--- config.mk ---
export PLATFORM = sky130hd
export DESIGN_NAME = transport_tx
export DESIGN_NICKNAME = d
export VERILOG_FILES = /design/src/rtl/transport_tx.sv
export SDC_FILE = /design/constraint.sdc
export NUM_CORES = 1
export LEC_CHECK = 0
export ABC_AREA = 0
export CORE_MARGIN = 5
export CORE_UTILIZATION = 40
export CTS_CLUSTER_SIZE = 14
export DETAILED_ROUTE_END_ITERATION = 12
export PLACE_DENSITY_LB_ADDON = 0.12
export SLEW_MARGIN = 25
export SYNTH_ARGS = -nofsm -noshare
export SYNTH_HDL_FRONTEND = slang
export SYNTH_SLANG_ARGS = --single-unit
export TNS_END_PERCENT = 100
--- constraint.sdc ---
create_clock -name clk -period 10.55 [get_ports clk]
set_clock_uncertainty 0.05 [all_clocks]
set_input_delay 2.11 -clock clk [delete_from_list [all_inputs] [get_ports clk]]
set_output_delay 2.11 -clock clk [all_outputs]
set_load 0.05 [all_outputs]
--- src/rtl/transport_tx.sv ---
// ---------------------------------------------------------------------------
// transport_tx
//
// Transmit half of the transport layer. Takes control words and audio samples
// from the session layer, holds one control word and a small audio FIFO, and
// frames them into byte-serial packets for the link layer:
//
//     SYNC_BYTE, {type[1:0], seq[5:0]}, length, payload (MSB, LSB)..., checksum
//
// The checksum is the 8-bit sum of header, length and payload bytes.
//
// Ports:
//     clk            system clock, rising edge
//     reset          asynchronous reset, active low
//     cmd[1:0]       word type from session: 00 none, 01 control, 10 audio
//     dataIn[15:0]   word from session, sampled together with cmd
//     transportBusy  high while a new word cannot be accepted
//     txByte[7:0]    packet byte to the link layer
//     txValid        txByte holds a valid byte
//     txReady        link layer accepts txByte this cycle
//     pktDone        one-cycle pulse when the checksum byte is accepted
//     dropCount[7:0] saturating count of words offered while busy
// ---------------------------------------------------------------------------
module transport_tx #(
    parameter int         AUDIO_WORDS = 4,
    parameter int         FIFO_DEPTH  = 8,
    parameter logic [7:0] SYNC_BYTE   = 8'hA5
) (
    input  logic        clk,
    input  logic        reset,
    input  logic [1:0]  cmd,
    input  logic [15:0] dataIn,
    output logic        transportBusy,
    output logic [7:0]  txByte,
    output logic        txValid,
    input  logic        txReady,
    output logic        pktDone,
    output logic [7:0]  dropCount
);

    localparam int AW = (FIFO_DEPTH > 1) ? $clog2(FIFO_DEPTH) : 1;
    localparam int CW = $clog2(FIFO_DEPTH + 1);

    localparam logic [CW-1:0] FULL_CNT  = CW'(FIFO_DEPTH);
    localparam logic [CW-1:0] PKT_CNT   = CW'(AUDIO_WORDS);
    localparam logic [CW-1:0] CNT_ONE   = CW'(1);
    localparam logic [AW-1:0] PTR_ONE   = AW'(1);
    localparam logic [7:0]    AUDIO_LEN = 8'(AUDIO_WORDS);

    localparam logic [1:0] CMD_CTRL  = 2'b01;
    localparam logic [1:0] CMD_AUDIO = 2'b10;

    typedef enum logic [2:0] {
        IDLE,
        SYNC,
        HDR,
        LEN,
        PAY_HI,
        PAY_LO,
        CSUM
    } state_t;

    state_t      state_q, state_d;
    logic [1:0]  pkt_type_q, pkt_type_d;
    logic [5:0]  seq_q, seq_d;
    logic [7:0]  words_left_q, words_left_d;
    logic [7:0]  csum_q, csum_d;
    logic        ctrl_valid_q, ctrl_valid_d;
    logic [15:0] ctrl_word_q, ctrl_word_d;
    logic [7:0]  drop_q, drop_d;
    logic [AW-1:0] rd_ptr_q, rd_ptr_d;
    logic [AW-1:0] wr_ptr_q, wr_ptr_d;
    logic [CW-1:0] count_q, count_d;
    logic [15:0] fifo_mem_q [FIFO_DEPTH];

    logic        busy;
    logic        accept;
    logic        push;
    logic        pop;
    logic        ctrl_load;
    logic        ctrl_clear;
    logic        offered;
    logic        pkt_done;
    logic        is_ctrl_pkt;
    logic [15:0] pay_word;
    logic [7:0]  tx_byte;

    // Busy comes only from registered state, so a full FIFO stays busy for
    // the whole cycle even if a pop happens on the closing edge.
    always_comb begin
        busy        = (count_q == FULL_CNT) || ctrl_valid_q;
        offered     = (cmd == CMD_CTRL) || (cmd == CMD_AUDIO);
        push        = (cmd == CMD_AUDIO) && !busy;
        ctrl_load   = (cmd == CMD_CTRL) && !busy;
        is_ctrl_pkt = (pkt_type_q == CMD_CTRL);
        pay_word    = is_ctrl_pkt ? ctrl_word_q : fifo_mem_q[rd_ptr_q];
        accept      = (state_q != IDLE) && txReady;
    end

    // The outgoing byte is a pure function of registered state, so it stays
    // put while the link layer stalls and vanishes as soon as reset hits.
    always_comb begin
        tx_byte = 8'h00;
        case (state_q)
            SYNC:    tx_byte = SYNC_BYTE;
            HDR:     tx_byte = {pkt_type_q, seq_q};
            LEN:     tx_byte = is_ctrl_pkt ? 8'd1 : AUDIO_LEN;
            PAY_HI:  tx_byte = pay_word[15:8];
            PAY_LO:  tx_byte = pay_word[7:0];
            CSUM:    tx_byte = csum_q;
            default: tx_byte = 8'h00;
        endcase
    end

    // Packet sequencing. A packet is chosen only from IDLE with control
    // first; once started it runs to the checksum. The checksum is built up
    // byte by byte as each header, length and payload byte is accepted.
    always_comb begin
        state_d      = state_q;
        pkt_type_d   = pkt_type_q;
        seq_d        = seq_q;
        words_left_d = words_left_q;
        csum_d       = csum_q;
        pop          = 1'b0;
        ctrl_clear   = 1'b0;
        pkt_done     = 1'b0;

        case (state_q)
            IDLE: begin
                if (ctrl_valid_q) begin
                    pkt_type_d   = CMD_CTRL;
                    words_left_d = 8'd1;
                    csum_d       = 8'h00;
                    state_d      = SYNC;
                end else if (count_q >= PKT_CNT) begin
                    pkt_type_d   = CMD_AUDIO;
                    words_left_d = AUDIO_LEN;
                    csum_d       = 8'h00;
                    state_d      = SYNC;
                end
            end
            SYNC: begin
                if (accept) begin
                    state_d = HDR;
                end
            end
            HDR: begin
                if (accept) begin
                    csum_d  = csum_q + tx_byte;
                    state_d = LEN;
                end
            end
            LEN: begin
                if (accept) begin
                    csum_d  = csum_q + tx_byte;
                    state_d = PAY_HI;
                end
            end
            PAY_HI: begin
                if (accept) begin
                    csum_d  = csum_q + tx_byte;
                    state_d = PAY_LO;
                end
            end
            PAY_LO: begin
                if (accept) begin
                    csum_d = csum_q + tx_byte;
                    if (is_ctrl_pkt) begin
                        ctrl_clear = 1'b1;
                    end else begin
                        pop = 1'b1;
                    end
                    if (words_left_q == 8'd1) begin
                        state_d = CSUM;
                    end else begin
                        words_left_d = words_left_q - 8'd1;
                        state_d      = PAY_HI;
                    end
                end
            end
            CSUM: begin
                if (accept) begin
                    pkt_done = 1'b1;
                    seq_d    = seq_q + 6'd1;
                    state_d  = IDLE;
                end
            end
            default: state_d = IDLE;
        endcase
    end

    // Input side: FIFO pointers/occupancy, the one-deep control holder and
    // the saturating drop counter. A control clear and a control load can
    // never coincide because the holder keeps the block busy until cleared.
    always_comb begin
        rd_ptr_d     = rd_ptr_q;
        wr_ptr_d     = wr_ptr_q;
        count_d      = count_q;
        ctrl_valid_d = ctrl_valid_q;
        ctrl_word_d  = ctrl_word_q;
        drop_d       = drop_q;

        if (push) begin
            wr_ptr_d = wr_ptr_q + PTR_ONE;
        end
        if (pop) begin
            rd_ptr_d = rd_ptr_q + PTR_ONE;
        end
        case ({push, pop})
            2'b10:   count_d = count_q + CNT_ONE;
            2'b01:   count_d = count_q - CNT_ONE;
            default: count_d = count_q;
        endcase

        if (ctrl_clear) begin
            ctrl_valid_d = 1'b0;
        end
        if (ctrl_load) begin
            ctrl_valid_d = 1'b1;
            ctrl_word_d  = dataIn;
        end

        if (offered && busy && (drop_q != 8'hFF)) begin
            drop_d = drop_q + 8'd1;
        end
    end

    // State registers. Reset abandons any packet in flight and empties the
    // FIFO, so nothing is emitted after release until new words arrive.
    always_ff @(posedge clk or negedge reset) begin
        if (!reset) begin
            state_q      <= IDLE;
            pkt_type_q   <= 2'b00;
            seq_q        <= 6'd0;
            words_left_q <= 8'd0;
            csum_q       <= 8'h00;
            ctrl_valid_q <= 1'b0;
            ctrl_word_q  <= 16'h0000;
            drop_q       <= 8'd0;
            rd_ptr_q     <= '0;
            wr_ptr_q     <= '0;
            count_q      <= '0;
        end else begin
            state_q      <= state_d;
            pkt_type_q   <= pkt_type_d;
            seq_q        <= seq_d;
            words_left_q <= words_left_d;
            csum_q       <= csum_d;
            ctrl_valid_q <= ctrl_valid_d;
            ctrl_word_q  <= ctrl_word_d;
            drop_q       <= drop_d;
            rd_ptr_q     <= rd_ptr_d;
            wr_ptr_q     <= wr_ptr_d;
            count_q      <= count_d;
        end
    end

    // FIFO storage; written only when a push is accepted.
    always_ff @(posedge clk or negedge reset) begin
        if (!reset) begin
            for (int i = 0; i < FIFO_DEPTH; i++) begin
                fifo_mem_q[i] <= 16'h0000;
            end
        end else if (push) begin
            fifo_mem_q[wr_ptr_q] <= dataIn;
        end
    end

    assign transportBusy = busy;
    assign txByte        = tx_byte;
    assign txValid       = (state_q != IDLE);
    assign pktDone       = pkt_done;
    assign dropCount     = drop_q;

endmodule

==> After elaboration in Yosys (flattened, before gate mapping) <==
Index checks and enable logic that the tools add are counted.
{ "classes": {"addsub": 8, "magnitude_cmp": 4, "eq_ne": 23, "mux": 41, "bitwise_logic": 2, "n_reduce_logical": 22} }
{ "op_table": {"columns": ["operator", "n"], "rows": [
  ["128-bit bitwise mux", 1],
  ["16-bit 2-to-1 mux", 4],
  ["8-bit 2-to-1 mux", 7],
  ["16-bit binary-select mux with 3-bit select", 1],
  ["16-bit demux with 3-bit select", 1],
  ["8-bit one-hot mux with 6 select lines", 1],
  ["8-bit one-hot mux with 2 select lines", 2],
  ["3-bit 2-to-1 mux", 9],
  ["3-bit one-hot mux with 7 select lines", 1],
  ["2-bit inequality test, second input constant", 7],
  ["1-bit 2-to-1 mux", 10],
  ["2-bit nonzero test", 5],
  ["3-bit == test, second input constant", 3],
  ["8-bit by 1-bit adder with 8-bit output, second input constant", 1],
  ["8-bit adder", 1],
  ["8-bit by 1-bit == test with 1-bit output, second input constant", 1],
  ["4-bit >= comparator, second input constant", 2],
  ["8-bit inequality test, second input constant", 1],
  ["3-bit inverter with 4-bit output", 2],
  ["4-bit one-hot mux with 2 select lines", 1],
  ["8-bit by 1-bit subtractor with 8-bit output, second input constant", 1],
  ["7-bit AND reduction", 1],
  ["3-bit by 1-bit adder with 3-bit output, second input constant", 2],
  ["6-bit by 1-bit adder with 6-bit output, second input constant", 1],
  ["21 further kinds", 34]
]} }
{ "word_totals": {"reg_bits": 190, "inputBits": 21, "output_inout_bits": 19, "word_cells": 119} }

==> Longest topological paths before layout <==
{ "logic_depth": {"ltp_word": 9, "ltp_mapped": 16, "ltp_nobuf": 13} }

==> Worst setup path before layout <==
Ideal clock, no wire load.
{ "synth_path": {"path_type": "input-to-output", "start": "input port txReady", "end": "output port pktDone", "t_arrival_ns": 2.877, "required_ns": 8.390, "slack_ns": 5.513, "stages": 3, "n_path_buf": 1, "cell_sequence": "clkbuf_1 nand2_1 inv_1"} }
{ "synth_between": {"elab_chain_cells": 3} }
{ "synth_lines": {"columns": ["element", "line_no", "source"], "rows": [
  ["start, declared", "36", "input logic txReady,"],
  ["1-bit logical AND", "97", "accept = (state_q != IDLE) && txReady;"],
  ["1-bit 2-to-1 mux", "182", "if (accept) begin"],
  ["1-bit 2-to-1 mux", "128", "case (state_q)"],
  ["end, declared", "37", "output logic pktDone,"]
]} }
Every way passes these cells.

==> Worst setup path after layout <==
Ends and elaborated chain as after synthesis.

==> metrics.txt <==
status=finished clean; antenna-violating nets left=0; GRT Total Usage=roughly 17%; root buffer cell=clkbuf_16; vias in the first global route=roughly 6000; max-slew violations=0; synth warn=0; P_sw=about 1.1 mW; CTS Buf Count=17; n_diodes=0; drc violations=0; drt first-iter violations=roughly 350; Max Buffers Root-to-Sink=2; Distinct cells, synth=57; post-DP HPWL=between 10000 and 15000 um; WP data required=roughly 8.4 ns; Finished Core Util=between 40% and 50%; placed cells=963; post-synthesis async set-or-reset flop share=100.0%; register area share after synthesis=51.87%; Comb pwr share=approximately two fifths; fin area=10410 um2; Nets=between 700 and 800; Area Growth Syn to Fin=13.55%; Achievable Freq=approximately 160 MHz; synthesized cell area=between 9000 and 10000 um2; Vias=about 5500; Pwr Total=roughly 3 mW; Static Leakage=4.740 nW; Cell Rows=55; Reg power frac=approximately two fifths; antenna violations before repair=0; hold_ws=between 0.4 and 0.5 ns; Setup WS pre-CTS=~4.4 ns; Register Area=around 4800 um2; starting density of the core=roughly 41%; Setup crit end kind=output port; largest net degree at the start of global routing=110; predominant post-synthesis flop cell=dfrtp_1; Max transition margin=32.08%; final period utilization=58.16%; Die X-Extent=about 160 um; Setup WS post-layout=4.414 ns; first-pass GRT wire length=33890 um; min Tclk post-route=~6 ns; CTS resizes=0; Clock transition at path regs=about 0.07 ns; drt pass-1 iters=5; layout filler cell count=approximately 2000; MaxCap Viol Count=0; placer congestion estimate=0.8052; Hold Crit Class=flop to flop; critical path data arrival time=between 3 and 4 ns; Avg WL per Cell=between 20 and 25 um; worst vdd ir=0.1156 mV; Die H=approximately 160 um; CTS tree=done; fin cells=slightly below 1000; layout cells sized above 1=between 30% and 40%; Final setup viols=0; Int Power=1.883 mW; unrepaired setup endpoints after global routing=false; Post-Route WL=between 20000 and 25000 um; Max Fanout on Critical Path=11; multi-input logic area=4217 um2; Worst-Skew Late Latency=between 0.4 and 0.5 ns; post-cts hold buffer count=0; Seq cells post-synth=190; switching part of the total=a little over a third; Buffers on Ports=39; H-tree depth=4; Critical Path Start Type=input port; Post-Syn Instances=662; number of synthesized flops with an enable pin=0; gr ovfl total=0; DIE AREA=26040 um2; Power Dens Cells=283.2 nW/um2; post-CTS setup buffer count=0; Worst-Margin Slew=slightly above 1 ns; Mapped Nets=703; Syn Area/Cell=13.85 um2; Final Hold Viols=0; CORE AREA=22570 um2; Crit Path Category=input port to output port; Clock power frac=roughly a fifth; # IOs=40; Final TNS setup=0 ns; CTS sink count=190; number of vias per cell=5.541; placed cell area=9847 um2
state kept, by name, indices dropped and copies added (netlist names):
signal	count
fifo_mem_q	128
ctrl_word_q	16
csum_q	8
dropCount	8
words_left_q	8
seq_q	6
count_q	4
rd_ptr_q	3
state_q	3
wr_ptr_q	3
pkt_type_q	2
ctrl_valid_q	1
routing by layer:
layer | track usage [%] | vias to the layer above | share of wire [%]
met5 | 0 | - | 0
met4 | 3.296 | 0 | 1.2
met3 | 3.725 | 20 | 3.6
met2 | 27.93 | 83 | 50
met1 | 22.77 | 2893 | 45
li1 | - | 2517 | -
synth_stat cells, types with 4 or more instances:
library cell	n	area share, %
dfrtp_1	190	52
mux2_2	158	19
nand2_1	32	1.3
nor2_1	25	1.0
mux4_2	23	5.7
ha_1	18	2.5
xnor2_1	18	1.7
a21oi_1	16	0.87
o21ai_0	16	0.87
clkbuf_1	14	0.57
buf_2	12	0.66
xor2_1	12	1.1
mux4_1	10	2.9
nand3_1	10	0.55
inv_1	9	0.37
mux2i_1	9	0.98
a22o_1	7	0.67
a21o_1	6	0.49
buf_1	6	0.25
nand2b_1	5	0.34
nor2b_1	5	0.34
nor3_1	5	0.27
a222oi_1	4	0.44
and3_1	4	0.27
nand4_1	4	0.27
final cells by class:
type | count | share of cell area (%)
Sequential cell | 190 | 45.69
Multi-Input combinational cell | 429 | 40.51
Timing Repair Buffer | 50 | 4.688
Clock buffer | 20 | 4.291
Tap cell | 285 | 3.426
Clock inverter | 12 | 1.070
Inverter | 9 | 0.3246
layout by cell type, fill, tap and decap left out, drive strengths merged, types with 12 or more instances in the layout:
cell type / count
a21oi: 16
clkbuf: 21
clkdlybuf4s50: 38
dfrtp: 190
ha: 18
mux2: 158
mux4: 33
nand2: 32
nor2: 27
o21ai: 16
xnor2: 18
xor2: 12
worst paths after layout:
path                        startpoint               to  slack [ns]  cells after the start
setup reg to reg           rd_ptr_q[0]        csum_q[6]        6.49                     13
setup / recovery               txReady          pktDone        4.41                      4
min in group asynchronous        reset  words_left_q[7]        1.72                      1
max in group asynchronous        reset      rd_ptr_q[0]        7.37                      2
hold reg to reg               seq_q[5]         seq_q[5]        0.44                      1
hold / removal                seq_q[5]         seq_q[5]        0.44                      1
worst max-delay path, cell delays in order:
cell             delay (ns)
clkdlybuf4s50_1        0.69
nand2_1                0.19
inv_1                  0.16
clkdlybuf4s50_1        0.82
power by group through the flow:
stage	clock, mW	sequential [mW]	combinational [mW]
after floorplan	0	1.15	0.863
after global placement	0	1.19	1.11
after detailed placement	0	1.22	1.14
after CTS	0.632	1.20	1.15
after global routing	0.664	1.24	1.24
final	0.616	1.20	1.13
cell families after synthesis:
family / after synthesis / synth area share, %
muxes: 200 / 28.91
DFF: 190 / 51.87
and+or+nand+nor: 108 / 5.910
AOI/OAI and AO/OA: 70 / 5.310
buffers and inverters: 43 / 2.129
xor gates and xnor gates: 30 / 2.866
adders and majority gates: 21 / 3.003
Note: power is estimated with default switching activity, not from simulation.
